===== config.mk =====
export PLATFORM = sky130hd
export DESIGN_NAME = serial_deser
export DESIGN_NICKNAME = d
export VERILOG_FILES = /design/src/rtl/serial_deser.sv
export SDC_FILE = /design/constraint.sdc
export NUM_CORES = 1
export LEC_CHECK = 0
export CAP_MARGIN = 20
export CORE_ASPECT_RATIO = 1.75
export CORE_MARGIN = 2
export CORE_UTILIZATION = 63
export CTS_CLUSTER_SIZE = 14
export DETAILED_ROUTE_END_ITERATION = 6
export DONT_BUFFER_PORTS = 1
export HOLD_SLACK_MARGIN = 0.12
export PLACE_DENSITY = 0.79
export SYNTH_ARGS = -nofsm -noshare
export SYNTH_HDL_FRONTEND = slang
export SYNTH_SLANG_ARGS = --single-unit

===== constraint.sdc =====
create_clock -name clk -period 2.3 [get_ports clk]
set_input_delay 0 -clock clk [delete_from_list [all_inputs] [get_ports clk]]
set_output_delay 0 -clock clk [all_outputs]
set_load 0.01 [all_outputs]

===== src/rtl/serial_deser.sv =====
// serial_deser: receive side of the bit-serial link.
// Rebuilds MSB-first bytes from a gated bit stream, packs four bytes per
// 32-bit word (first byte in [7:0]) and writes words to a RAM port whose
// byte address advances by 4 and wraps modulo 2^ADDR_W.
//
// Ports:
//   clk           block clock, one bit per cycle
//   rst           synchronous active-high reset
//   arm_in        one-cycle pulse: clear counters/flags, wait for a frame
//   length_in     expected byte count (sampled on arm_in), 0 = unchecked
//   bit_in        serial data bit
//   bit_valid_in  frame gate, one bit per cycle while high
//   ram_wr_o      one-cycle word write strobe
//   ram_addr_o    4-byte aligned byte address of the write
//   ram_data_o    packed write word
//   byte_cnt_o    bytes accepted this frame (saturates at 511)
//   busy_o        high in WAIT, RECV, FLUSH
//   done_o        one-cycle end-of-frame pulse
//   len_err_o     sticky: accepted byte count differs from length_in
//   bit_err_o     sticky: frame ended with 1-7 leftover bits
//   ovf_err_o     sticky: write address wrapped
module serial_deser #(
    parameter int ADDR_W = 10
) (
    input  logic              clk,
    input  logic              rst,
    input  logic              arm_in,
    input  logic [7:0]        length_in,
    input  logic              bit_in,
    input  logic              bit_valid_in,
    output logic              ram_wr_o,
    output logic [ADDR_W-1:0] ram_addr_o,
    output logic [31:0]       ram_data_o,
    output logic [8:0]        byte_cnt_o,
    output logic              busy_o,
    output logic              done_o,
    output logic              len_err_o,
    output logic              bit_err_o,
    output logic              ovf_err_o
);

    typedef enum logic [2:0] {
        S_IDLE,
        S_WAIT,
        S_RECV,
        S_FLUSH,
        S_DONE
    } state_t;

    localparam logic [ADDR_W-1:0] ADDR_LAST = {{(ADDR_W-2){1'b1}}, 2'b00};
    localparam logic [ADDR_W-1:0] ADDR_STEP = ADDR_W'(4);

    state_t            state;
    state_t            state_nxt;
    logic [ADDR_W-1:0] addr_r;
    logic [6:0]        shift_r;
    logic [2:0]        bit_cnt;
    logic [1:0]        lane_cnt;
    logic [31:0]       word_r;
    logic [7:0]        length_r;
    logic              wr_pend;

    logic              shift_en;
    logic              frame_end;
    logic              byte_ok;
    logic              flush_wr;
    logic [7:0]        byte_nxt;

    function automatic logic [8:0] sat_inc9(input logic [8:0] v);
        return (v == 9'd511) ? v : v + 9'd1;
    endfunction

    function automatic logic [31:0] lane_put(input logic [31:0] w,
                                             input logic [1:0]  lane,
                                             input logic [7:0]  b);
        logic [31:0] r;
        r = w;
        r[{lane, 3'b000} +: 8] = b;
        return r;
    endfunction

    always_ff @(posedge clk) begin
        if (rst) begin
            state <= S_IDLE;
        end else begin
            state <= state_nxt;
        end
    end

    always_comb begin
        state_nxt = state;
        case (state)
            S_IDLE:  state_nxt = S_IDLE;
            S_WAIT:  if (bit_valid_in) state_nxt = S_RECV;
            S_RECV:  if (!bit_valid_in) state_nxt = S_FLUSH;
            S_FLUSH: state_nxt = S_DONE;
            S_DONE:  state_nxt = S_IDLE;
            default: state_nxt = S_IDLE;
        endcase
        // A re-arm wins over whatever the frame was doing.
        if (arm_in) state_nxt = S_WAIT;
    end

    always_comb begin
        byte_nxt  = {shift_r, bit_in};
        shift_en  = !arm_in && bit_valid_in && (state == S_WAIT || state == S_RECV);
        frame_end = !arm_in && !bit_valid_in && (state == S_RECV);
        byte_ok   = (length_r == 8'd0) || (byte_cnt_o < {1'b0, length_r});
        // Partial word left at frame end; lands on the port in the FLUSH
        // cycle, the same cycle a lane-3 write from the last bit would.
        flush_wr  = frame_end && (lane_cnt != 2'd0);
        busy_o    = (state == S_WAIT) || (state == S_RECV) || (state == S_FLUSH);
        done_o    = (state == S_DONE);
    end

    always_ff @(posedge clk) begin
        if (rst) begin
            addr_r     <= '0;
            shift_r    <= '0;
            bit_cnt    <= '0;
            lane_cnt   <= '0;
            word_r     <= '0;
            length_r   <= '0;
            wr_pend    <= 1'b0;
            ram_wr_o   <= 1'b0;
            ram_addr_o <= '0;
            ram_data_o <= '0;
            byte_cnt_o <= '0;
            len_err_o  <= 1'b0;
            bit_err_o  <= 1'b0;
            ovf_err_o  <= 1'b0;
        end else if (arm_in) begin
            addr_r     <= '0;
            shift_r    <= '0;
            bit_cnt    <= '0;
            lane_cnt   <= '0;
            word_r     <= '0;
            length_r   <= length_in;
            wr_pend    <= 1'b0;
            ram_wr_o   <= 1'b0;
            byte_cnt_o <= '0;
            len_err_o  <= 1'b0;
            bit_err_o  <= 1'b0;
            ovf_err_o  <= 1'b0;
        end else begin
            ram_wr_o <= 1'b0;
            // stage p0: bit shift / byte completion / lane fill
            if (shift_en) begin
                if (bit_cnt == 3'd7) begin
                    shift_r <= '0;
                    bit_cnt <= '0;
                    if (byte_ok) begin
                        word_r     <= lane_put(word_r, lane_cnt, byte_nxt);
                        lane_cnt   <= lane_cnt + 2'd1;
                        byte_cnt_o <= sat_inc9(byte_cnt_o);
                        wr_pend    <= (lane_cnt == 2'd3);
                    end else begin
                        len_err_o <= 1'b1;
                    end
                end else begin
                    shift_r <= byte_nxt[6:0];
                    bit_cnt <= bit_cnt + 3'd1;
                end
            end
            if (frame_end) begin
                shift_r <= '0;
                bit_cnt <= '0;
                if (bit_cnt != 3'd0) bit_err_o <= 1'b1;
                if (length_r != 8'd0 && byte_cnt_o < {1'b0, length_r}) len_err_o <= 1'b1;
            end
            // stage p1: word write to RAM port
            if (wr_pend || flush_wr) begin
                ram_wr_o   <= 1'b1;
                ram_addr_o <= addr_r;
                ram_data_o <= word_r;
                word_r     <= '0;
                lane_cnt   <= '0;
                wr_pend    <= 1'b0;
                addr_r     <= addr_r + ADDR_STEP;
                if (addr_r == ADDR_LAST) ovf_err_o <= 1'b1;
            end
        end
    end

endmodule

-- Yosys cells after proc, flatten, opt, wreduce, memory -nomap -nowiden
Index checks and enable logic that the tools add are counted.
- $mul: 0
- div/mod/pow operators: 0
- mux-type cells: 13
- $add $sub $neg: 5
- bitwise operators: 2
- reductions and logical operators: 26
- $lt $le $gt $ge: 1
- equal/unequal tests: 12
- shift operators: 2
- operators with widths (kind ; number):
    bitwise mux 32 bit ; 1
    variable shift 8 x 7 -> 32 bit, first input constant ; 1
    indexed part select 8 x 7 -> 32 bit ; 1
    adder 10 x 3 -> 10 bit, second input constant ; 1
    == test 10 bit, second input constant ; 1
    AND reduction 2 bit ; 5
    adder 9 x 1 -> 9 bit, second input constant ; 1
    == test 9 bit, second input constant ; 1
    < comparator 9 x 8 -> 1 bit ; 1
    two-way mux 3 bit ; 3
    one-hot mux 3 bit (3 select lines) ; 1
    logical NOT 8 bit ; 1
    nonzero test 8 bit ; 1
    two-way mux 1 bit ; 7
    two-way mux 7 bit ; 1
    negation 5 -> 7 bit ; 1
    == test 3 x 2 -> 1 bit, second input constant ; 2
    == test 3 bit, second input constant ; 2
    logical AND 1 bit ; 6
    inequality test 3 bit, second input constant ; 2
    OR reduction 3 bit ; 2
    logical OR 1 bit ; 4
    inequality test 2 bit, second input constant ; 2
    AND reduction 4 bit ; 1
    10 further kinds ; 12
- bits in latches: 0
- memory bits (writable): 0
- ROM bits: 0
- bits in registers: 121
- word-level logic and storage cells: 77
- memories kept: 0

-- Logic depth before layout (Yosys ltp)
- depth after elaboration: 7
- depth in mapped cells: 9
- gate-level depth less buffers: 7

-- Least setup slack after synthesis
OpenSTA, ideal clock, no wires.
- path kind: reg-to-reg
- start point: reg byte_cnt_o[6]
- end point: reg byte_cnt_o[4]
- path buffers: 1
- arrival time: 2.025 ns
- slack: 0.203 ns
- cell stages (with the launch flop): 8
- cell sequence: dfxtp_1 > ha_1 > a21o_1 > a211oi_1 > o211ai_1 > buf_2 > a2111oi_2 > mux2i_1
- cells in the longest elaborated chain, start to end: 3
- elaborated cells on any way between the ends: 5
- those cells by class: order compare (1); eq/ne (1); bitwise (1); reduce/logical (2)
- ends and longest elaborated chain (element ; line ; source):
    start: declaration ; 34 ; output logic [8:0] byte_cnt_o,
    start signal: assignment ; 155 ; byte_cnt_o <= sat_inc9(byte_cnt_o);
    < comparator 9 x 8 -> 1 bit or == test 9 bit (tied branches) ; 108, 70 ;
    logical OR 1 bit or inverter 1 bit (tied branches) ; -- ;
    AND reduction 4 bit (no line) (*) ; -- ;
Mark *: on every way between the ends. The rest lies on a longest branch, timed or not.
A chain may end at the register's enable or synchronous reset.

-- Worst setup path in the final report
- start point: reg length_r[6]
- end point: reg byte_cnt_o[7]
- cells in the longest elaborated chain, start to end: 3
- elaborated cells on any way between the ends: 4
- those cells by class: order compare (1); reduce/logical (3)
- ends and longest elaborated chain (element ; line ; source):
    start: declaration ; 60 ; logic [7:0] length_r;
    start signal: assignment ; 138 ; length_r <= length_in;
    < comparator 9 x 8 -> 1 bit or logical NOT 8 bit (tied branches) ; 108 ; byte_ok = (length_r == 8'd0) || (byte_cnt_o < {1'b0, length_r});
    logical OR 1 bit (*) ; 108 ;
    AND reduction 4 bit (no line) (*) ; -- ;
Marks and branches as above.

==> impl_metrics.tcl <==
set metrics [dict create \
    outcome "completed" \
    synth_fa_ha_area_frac 0.04840 \
    crit_path_start_kind "flip-flop" \
    grt-ovfl-total 0 \
    clock_skew_ns 0.006057 \
    io_buffers 0 \
    hpwl_mm 7.664 \
    syn_area_um2 4912 \
    maxCapViolations 0 \
    yosysMostFrequentCell "nand2_1" \
    synthMuxAreaShare 0.04687 \
    dp.cells 652 \
    ir_drop_mv 0.5832 \
    p_per_area_nw_per_um2 833.4 \
    synth_top_family_by_area "simple AND/OR/NAND/NOR gates" \
    tightest_slew_ns 0.9290 \
    hp-class "input pin to flip-flop" \
    crit_required_ns 2.64 \
    dpl_worst_slack_ns 0.08907 \
    synth_compound_area_frac 0.1538 \
    finalCritPeriodShare 0.9618 \
    gp_congestion 0.8235 \
    floorplan.initialDensity 0.6491 \
    io_pins 70 \
    ys_warn_count 0 \
    final_max_slew_viol_count 0 \
    cts_buffer_depth 2 \
    async_flop_share 0 \
    antenna_left 0 \
    cp_max_fo 11 \
    post-route-util 0.7751 \
    grt_max_degree 61 \
    synthDistinctLibCells 45 \
    layout.nets 630 \
    synth_area_leaders "dfxtp_1 48%, nand2_1 11%, a21oi_1 5.6%" \
    synth_largest_area_cell "dfxtp_1" \
    end_kind "flip-flop" \
    finalHoldViolCount 0 \
    rows 42 \
    first_pass_iters 4 \
    clk_latency_ns 0.41 \
    antenna_found_initial 0 \
    drt-initial-drc-count 246 \
    p_leak_nw 2.177 \
    synthXorXnorAreaFrac 0.01579 \
    chipWidth_um 70.75 \
    dieArea_um2 8547 \
    power_mw 4.889 \
    vias 4148 \
    setup_viol 0 \
    cts_tree "yes" \
    ys_ff_latch 117 \
    routedWlPerCell_um 16.64 \
    final_cells 697 \
    period_needed_ns 2.212 \
    synthSimpleGateAreaFrac 0.2096 \
    synth_common_cells "140 x nand2_1, 117 x dfxtp_1, 55 x a21oi_1, 37 x nor2_1, 24 x o22ai_1" \
    numCtsBuffers 17 \
    clockRootBuffer "clkbuf_16" \
    yosysSeqAreaShare 0.4768 \
    viasPerCell 5.951 \
    fmax_mhz 452.1 \
    grt_pass1_wl_mm 19.01 \
    drive_gt1_frac 0.1166 \
    drc 0 \
    synth_ff_type "dfxtp_1" \
    first_global_vias 4078 \
    placed_area_um2 5072 \
    diodes 0 \
    relSlewSlack 0.3807 \
    core_area_um2 7567 \
    regArea_um2 2342 \
    synth_top_area_frac 0.4768 \
    die_y_um 120.8 \
    synth_edf_count 0 \
    cts.sinks 117 \
    postRouteWirelength_mm 11.60 \
    area_growth_pct 19.41 \
    num-fill-cells 533 \
    clk_pin_slew_ns 0.05 \
    design_area_um2 5866 \
    syn_inst 573 \
    grt_usage 0.2815 \
    htree_levels 4 \
    worstPathArrival_ns 2.55 \
    fin_ws_ns 0.08794 \
    multi_input_area_um2 2381 \
    synth.avg_cell_area_um2 8.573 \
    crit_type "flip-flop to flip-flop" \
]
==> placed cells by master (no fill, tap or decap), drive strengths merged, types with 2 or more instances in the layout <==
cell         instances
o211a                3
nand4                6
nor4b                2
inv                 22
mux2i               23
nand2              140
a2111o               2
nand2b               4
o2111ai              8
dfxtp              117
nor2                37
nand3                6
or3                 10
nand3b               2
and4                 2
conb                 2
o211ai               3
ha                  19
a31oi                2
and2                 4
a21o                 2
clkbuf              20
xor2                 7
bufinv               3
o21ai                8
clkinv               5
nor3                 9
a2111oi              3
dlygate4sd3         12
or2                  3
buf                 26
a21oi               55
and3                 2
a211oi               5
nor4                 2
o22ai               24
clkinvlp             2
==> what timing repair did <==
item / CTS / global route
hold buffers: 14 / 0
hold endpoints to repair: 89 / 0
buffers inserted: 0 / 1
setup endpoints to repair: 0 / 25
gates resized for setup: 0 / 6
==> metal layers <==
layer / global-route usage / vias up / wire [um] / part of all wire
li1: - / 2025 / - / -
met1: 0.2867 / 1948 / 4262 / 0.37
met2: 0.5018 / 133 / 6284 / 0.54
met3: 0.08083 / 42 / 619 / 0.053
met4: 0.1604 / 0 / 431 / 0.037
met5: 0 / - / 0 / 0
==> path summary, 6_finish.rpt <==
kind	startpoint	end	slack, ns	depth (start not counted)
worst max register to register	length_r[6]	byte_cnt_o[7]	0.09	8
worst min register to register	word_r[27]	ram_data_o[27]	0.46	2
worst max-delay path	length_r[6]	byte_cnt_o[7]	0.09	8
worst min-delay path	bit_valid_in	byte_cnt_o[2]	0.14	4
==> area by class of cell <==
class,count,area share
Clock buffer,20,0.07956
Clock inverter,10,0.02218
Inverter,22,0.01408
Multi-Input combinational cell,401,0.4059
Sequential cell,117,0.3993
Tap cell,88,0.01877
Timing Repair Buffer,39,0.06015
==> cell families after synthesis <==
group,after synthesis
and+or+nand+nor,231
other,1
DFF,117
xor gates and xnor gates,8
buffers and inverters,56
muxes,23
AOI/OAI and AO/OA,118
adders and majority gates,19
==> where the power goes <==
group	internal [mW]	switching [mW]
combinational	0.0728	0.131
sequential	2.04	0.0107
clock	1.76	0.871
total	3.88	1.01
==> flip-flops by register name (all words and copies together), names as in the netlist <==
name and flops:
ram_data_o 32, word_r 32, byte_cnt_o 9, addr_r 8, length_r 8, ram_addr_o 8, shift_r 7, bit_cnt 3
state 3, lane_cnt 2, bit_err_o 1, len_err_o 1, ovf_err_o 1, ram_wr_o 1, wr_pend 1
==> stage by stage <==
stage                     TNS (ns)  hold slack (ns)
final                            0           0.1358
after floorplan                  0           0.1476
after detailed placement         0          0.07802
after global placement           0          0.07694
after global routing      -0.08873           0.1393
after CTS                        0           0.1312
==> worst max-delay path, stage by stage, from the launching register on <==
cell	delay, ns
dfxtp_1	0.35
inv_1	0.05
ha_1	0.30
a21o_1	0.20
a211oi_2	0.26
o211ai_1	0.16
buf_4	0.22
a2111oi_2	0.36
mux2i_1	0.24
No activity file was read; power rests on OpenSTA's default activity.
